**config.mk**
```make
export PLATFORM = sky130hd
export DESIGN_NAME = ws2812_serializer
export DESIGN_NICKNAME = d
export VERILOG_FILES = /design/src/rtl/ws2812_pkg.sv /design/src/rtl/ws2812_bit_timer.sv /design/src/rtl/ws2812_serializer.sv
export SDC_FILE = /design/constraint.sdc
export NUM_CORES = 1
export LEC_CHECK = 0
export BUFFER_PORTS_ARGS = -buffer_cell sky130_fd_sc_hd__clkbuf_2
export CAP_MARGIN = 5
export CORE_ASPECT_RATIO = 1.25
export CORE_MARGIN = 4
export CORE_UTILIZATION = 35
export CTS_CLUSTER_DIAMETER = 60
export CTS_CLUSTER_SIZE = 14
export DETAILED_ROUTE_END_ITERATION = 10
export PLACE_DENSITY = 0.6
export SYNTH_ARGS = -nofsm -noshare
export SYNTH_HDL_FRONTEND = slang
export SYNTH_HIERARCHICAL = 1
export SYNTH_SLANG_ARGS = --single-unit
```
**constraint.sdc**
```tcl
create_clock -name CLK -period 3.1 [get_ports CLK]
set_input_delay 0.62 -clock CLK [delete_from_list [all_inputs] [get_ports CLK]]
set_output_delay 0.62 -clock CLK [all_outputs]
set_load 0.005 [all_outputs]
```
**src/rtl/ws2812_pkg.sv**
```systemverilog
// Shared timing defaults, FSM encoding and sizing helper for the WS2812 serializer.
package ws2812_pkg;

  // Default bit-cell timing for a 12 MHz system clock
  localparam int unsigned T0H_CYCLES_DEF   = 4;
  localparam int unsigned T1H_CYCLES_DEF   = 8;
  localparam int unsigned BIT_CYCLES_DEF   = 15;
  localparam int unsigned LATCH_CYCLES_DEF = 720;

  typedef enum logic [1:0] {
    ST_IDLE  = 2'd0,
    ST_SEND  = 2'd1,
    ST_LATCH = 2'd2
  } state_e;

  // Timer width large enough for the longer of a bit cell and the latch period
  function automatic int unsigned timer_width(input int unsigned bit_cycles,
                                              input int unsigned latch_cycles);
    int unsigned m;
    m = (bit_cycles > latch_cycles) ? bit_cycles : latch_cycles;
    return (m > 1) ? $clog2(m) : 1;
  endfunction

endpackage

```
**src/rtl/ws2812_bit_timer.sv**
```systemverilog
// Wrapping cycle counter with terminal-count and high-phase compare.
module ws2812_bit_timer #(
  parameter int unsigned W = 10
) (
  input  logic         clk,
  input  logic         rst_n,
  input  logic         clr_i,
  input  logic [W-1:0] limit_i,
  input  logic [W-1:0] high_i,
  output logic         tc_c,
  output logic         high_c
);

  logic [W-1:0] count_q;
  logic [W-1:0] count_d;

  assign tc_c   = (count_q == limit_i);
  assign high_c = (count_q < high_i);

  // Hold at zero while cleared, otherwise count and wrap at the terminal value
  always_comb begin
    count_d = count_q + W'(1);
    if (clr_i || tc_c) begin
      count_d = '0;
    end
  end

  // Counter register
  always_ff @(posedge clk or negedge rst_n) begin
    if (!rst_n) begin
      count_q <= '0;
    end else begin
      count_q <= count_d;
    end
  end

endmodule

```
**src/rtl/ws2812_serializer.sv**
```systemverilog
// Pulls channel bytes from upstream and drives them MSB-first as WS2812 bit cells.
module ws2812_serializer
  import ws2812_pkg::*;
#(
  parameter int unsigned T0H_CYCLES   = T0H_CYCLES_DEF,
  parameter int unsigned T1H_CYCLES   = T1H_CYCLES_DEF,
  parameter int unsigned BIT_CYCLES   = BIT_CYCLES_DEF,
  parameter int unsigned LATCH_CYCLES = LATCH_CYCLES_DEF
) (
  input  logic       CLK,
  input  logic       RST_N,
  input  logic       start,
  input  logic [7:0] data,
  input  logic       data_valid,
  output logic       data_request,
  output logic       busy,
  output logic       done,
  output logic       dout
);

  localparam int unsigned TW = timer_width(BIT_CYCLES, LATCH_CYCLES);

  if (!((T0H_CYCLES > 0) && (T0H_CYCLES < T1H_CYCLES) &&
        (T1H_CYCLES < BIT_CYCLES) && (LATCH_CYCLES >= BIT_CYCLES))) begin : g_param_check
    $error("ws2812_serializer: illegal timing parameters");
  end

  state_e        state_q, state_d;
  logic [7:0]    sr_q, sr_d;
  logic [2:0]    bit_idx_q, bit_idx_d;
  logic          dout_q, dout_d;
  logic          done_q, done_d;
  logic [TW-1:0] timer_limit;
  logic [TW-1:0] high_thresh;
  logic          timer_tc;
  logic          timer_high;

  assign timer_limit = (state_q == ST_LATCH) ? TW'(LATCH_CYCLES - 1) : TW'(BIT_CYCLES - 1);
  assign high_thresh = sr_q[7] ? TW'(T1H_CYCLES) : TW'(T0H_CYCLES);

  // One timer serves both bit cells and the latch period; idle keeps it at zero
  ws2812_bit_timer #(
    .W (TW)
  ) u_timer (
    .clk     (CLK),
    .rst_n   (RST_N),
    .clr_i   (state_q == ST_IDLE),
    .limit_i (timer_limit),
    .high_i  (high_thresh),
    .tc_c    (timer_tc),
    .high_c  (timer_high)
  );

  // Next-state, byte fetch and line level
  always_comb begin
    state_d      = state_q;
    sr_d         = sr_q;
    bit_idx_d    = bit_idx_q;
    dout_d       = 1'b0;
    done_d       = 1'b0;
    data_request = 1'b0;
    case (state_q)
      ST_IDLE: begin
        if (start && data_valid) begin
          data_request = 1'b1;
          sr_d         = data;
          bit_idx_d    = 3'd0;
          state_d      = ST_SEND;
        end
      end
      ST_SEND: begin
        dout_d = timer_high;
        if (timer_tc) begin
          if (bit_idx_q != 3'd7) begin
            sr_d      = {sr_q[6:0], 1'b0};
            bit_idx_d = bit_idx_q + 3'd1;
          end else if (data_valid) begin
            data_request = 1'b1;
            sr_d         = data;
            bit_idx_d    = 3'd0;
          end else begin
            state_d = ST_LATCH;
          end
        end
      end
      ST_LATCH: begin
        if (timer_tc) begin
          done_d  = 1'b1;
          state_d = ST_IDLE;
        end
      end
      default: begin
        state_d = ST_LATCH;
      end
    endcase
  end

  // State and output registers; reset parks in LATCH so the line idles low first
  always_ff @(posedge CLK or negedge RST_N) begin
    if (!RST_N) begin
      state_q   <= ST_LATCH;
      sr_q      <= 8'd0;
      bit_idx_q <= 3'd0;
      dout_q    <= 1'b0;
      done_q    <= 1'b0;
    end else begin
      state_q   <= state_d;
      sr_q      <= sr_d;
      bit_idx_q <= bit_idx_d;
      dout_q    <= dout_d;
      done_q    <= done_d;
    end
  end

  assign busy = (state_q != ST_IDLE);
  assign done = done_q;
  assign dout = dout_q;

endmodule
```
==> flow_summary.toml <==
[status]
status = "finished, final reports clean"

[timing]
max_slew_margin_pct = 58.60
tns_ps = 0
final_max_slew_viol_count = 0
skew_ps = 2.550
worst_pin_slew_ps = 621.0
rsz0062_at_grt = "false"
final_hold_viol_count = 0
holdWs_ps = 354.9
fin_crit_ps = 2854
min_period_over_period_pct = 92.08
setup_viol = 0
clock.fmax_mhz = 350.3

[cts]
cts_max_level = 1
cts_tree = "built"
cts_root_buf = "clkbuf_8"
cts.sinks = 25
insertion_delay_ps = 260
cts_inserted_buffers = 3
clk_pin_slew_ps = 90
cts_buffer_depth = 2
cts_hold_buf = 0

[final_layout]
area_growth_pct = 17.16
nNetsFinal = 204
fillers = 399
antenna_cells = 0
seqCellArea_um2 = 630.6
drive_gt1_share_pct = 17.32
fin_cells = 235
multi_input_area_um2 = 927.1

[detailed_routing]
routedWlPerCell_um = 11.90
vias_per_cell = 4.740
ant_nets = 0
drc = 0
firstDrtPassIters = 4
first_iter_violations = 19
num_vias = 1114
routed_wl_um = 2797

[floorplan]
boundaryPins = 16
die_w_um = 67.86
die-area_um2 = 5621
start_util_pct = 37.36
fp-row-count = 26
dieHeight_um = 82.83
design.core.area_um2 = 4197

[synth]
synthCells = 149
synth_edf_count = 0
ys_types = 41
ys_seq_area_share_pct = 39.98
syn_area_per_cell_um2 = 10.52
syn-cell-area_um2 = 1568
async_flop_share_pct = 100.0
ys.flop_type = "dfrtp_1"
synth_warnings = 6
ys_ff_latch = 25

[critical_path]
end_kind = "output pin"
r2r-end = "sr_q[6]$_DFFE_PN0P_"
cpPeakStageDelay_ps = 660
crit_slowest_cell = "dfstp_4"
reg2reg_slack_ps = 610
crit_required_ps = 2480
path_cells = "nor2b_4, xnor2_1, nand4_1, nor4_4, a31oi_1, nor3b_1, clkbuf_2"
worstSetupPathDepth = 7
r2r_start = "state_q[1]$_DFFE_PN1P_"
arrival_ps = 2230
critPathBufInv = 1
reg2regPathDepth = 7
critPathMaxFanout = 7
critPathKind = "flip-flop to output pin"
critPathTopFamily = "simple AND/OR/NAND/NOR gates"
worstSetupStartpointType = "flip-flop"

[placed_design]
dp_hpwl_um = 2204
gp_congestion = 0.7765
io_buffers = 15
post-place-cells = 229

[global_route]
grt_use_total_pct = 11.11
grt_pass1_vias = 1154
grt_start_max_net_pins = 26
grt_overflow_total = 0
grt_pass1_wl_um = 5043
antenna_found_initial = 0

[hold_path]
min_path_type = "input pin to async pin"

[power_and_ir_drop]
p_per_area_nw_per_um2 = 684.3
power.total_mw = 1.257
power_leakage_nw = 0.8778
peakVddDrop_uv = 379.4

[job]
max_cap_violations = 0
## registers in the layout, indices dropped and copies added, names as in the netlist
signal	count
dout	1
state_q	2
u_timer/count_q	10
sr_q	8
bit_idx_q	3
done	1
## worst max path at each step
stage / from / endpoint / slack (ps)
5_1_grt: state_q[1]$_DFFE_PN1P_ / data_request / 50
6_report: state_q[1]$_DFFE_PN1P_ / data_request / 250
3_3_place_gp: state_q[1]$_DFFE_PN1P_ / data_request / 300
2_1_floorplan: state_q[1]$_DFFE_PN1P_ / data_request / 300
3_5_place_dp: state_q[1]$_DFFE_PN1P_ / data_request / 210
4_1_cts: state_q[1]$_DFFE_PN1P_ / data_request / 10
## cells in the mapped netlist (2+ instances only)
cell type	instances	share of area, %
nor3b_1	3	1.4
a21oi_1	4	1.3
and4_1	2	1.1
o41ai_1	2	1.1
o21ai_0	4	1.3
mux2i_1	2	1.3
xnor2_1	10	5.6
a21o_1	2	0.96
nor2b_1	2	0.80
nand4_1	5	2.0
nand3_1	3	0.96
xor2_1	8	4.5
nand2b_1	2	0.80
nor3_1	9	2.9
mux2_1	13	9.3
clkbuf_1	2	0.48
inv_1	13	3.1
conb_1	2	0.48
dfrtp_1	24	38
ha_1	12	9.6
nor2_1	2	0.48
nand2_1	4	0.96
## metal layers
layer / routed length (µm) / up-vias / share of wire [%] / track usage (%)
met5: 0 / - / 0 / 0
met4: 10 / 0 / 0.36 / 1.627
met3: 89 / 2 / 3.2 / 2.703
met2: 1507 / 12 / 54 / 19.49
met1: 1190 / 530 / 43 / 13.73
li1: - / 570 / - / -
## final cells by class
cell class	count	share of cell area [%]
Timing Repair Buffer	18	5.995
Sequential cell	25	34.33
Tap cell	56	3.815
Clock inverter	1	0.2725
Inverter	14	2.861
Multi-Input combinational cell	118	50.48
Clock buffer	3	2.248
## worst reg2reg max path, cell delays in order, from the launching register on
cell and delay [ps]:
dfstp_4 660, nor2b_4 190, xnor2_1 140, nand4_1 180, nor4_4 330, a32oi_2 250
nor2_4 280, mux2_1 360
## placed cells by master (no fill, tap or decap), types with 2 or more instances in the layout
master and instances:
o21ai_0 4, nand2b_1 2, ha_1 12, nor2_1 2
inv_1 13, clkbuf_8 3, nor3b_1 3, buf_4 2
mux2_1 13, o41ai_1 2, clkbuf_2 15, xnor2_1 10
xor2_1 8, nand3_1 3, mux2i_1 2, nand4_1 5
conb_1 14, a21o_1 2, and4_1 2, nor3_1 9
a21oi_1 4, dfrtp_1 24, nand2_1 4
## what timing repair did
action,in CTS,in global routing
pin swaps,0,1
setup buffers,0,2
gates resized for setup,1,3
setup endpoints to repair,1,1
## stage by stage
step / instance area, µm² / worst slack, ps / util (%)
6_report: 1837 / 245.6 / 43.77
5_1_grt: 1837 / 50.39 / 43.77
4_1_cts: 1792 / 11.93 / 42.70
3_5_place_dp: 1743 / 213.8 / 41.53
3_3_place_gp: 1743 / 299.1 / 41.53
2_1_floorplan: 1613 / 296.7 / -
## power breakdown
part           total, mW  leakage, nW  internal, mW  switching, mW
Combinational      0.485        0.541         0.258          0.227
Clock              0.191       0.0255        0.0897          0.101
Sequential         0.581        0.311         0.452          0.129
Total               1.26        0.878         0.800          0.457
## logic make-up after synthesis
| logic type | synth area share, % |
|---|---|
| AO/OA/AOI/OAI | 8.461 |
| XOR/XNOR | 10.06 |
| adder cells (fa/ha/maj) | 9.577 |
| buffers and inverters | 4.788 |
| flip-flops | 39.98 |
| multiplexers | 10.61 |
| other | 0.4790 |
| AND/OR/NAND/NOR | 16.04 |
(Power assumes the default switching activity.)
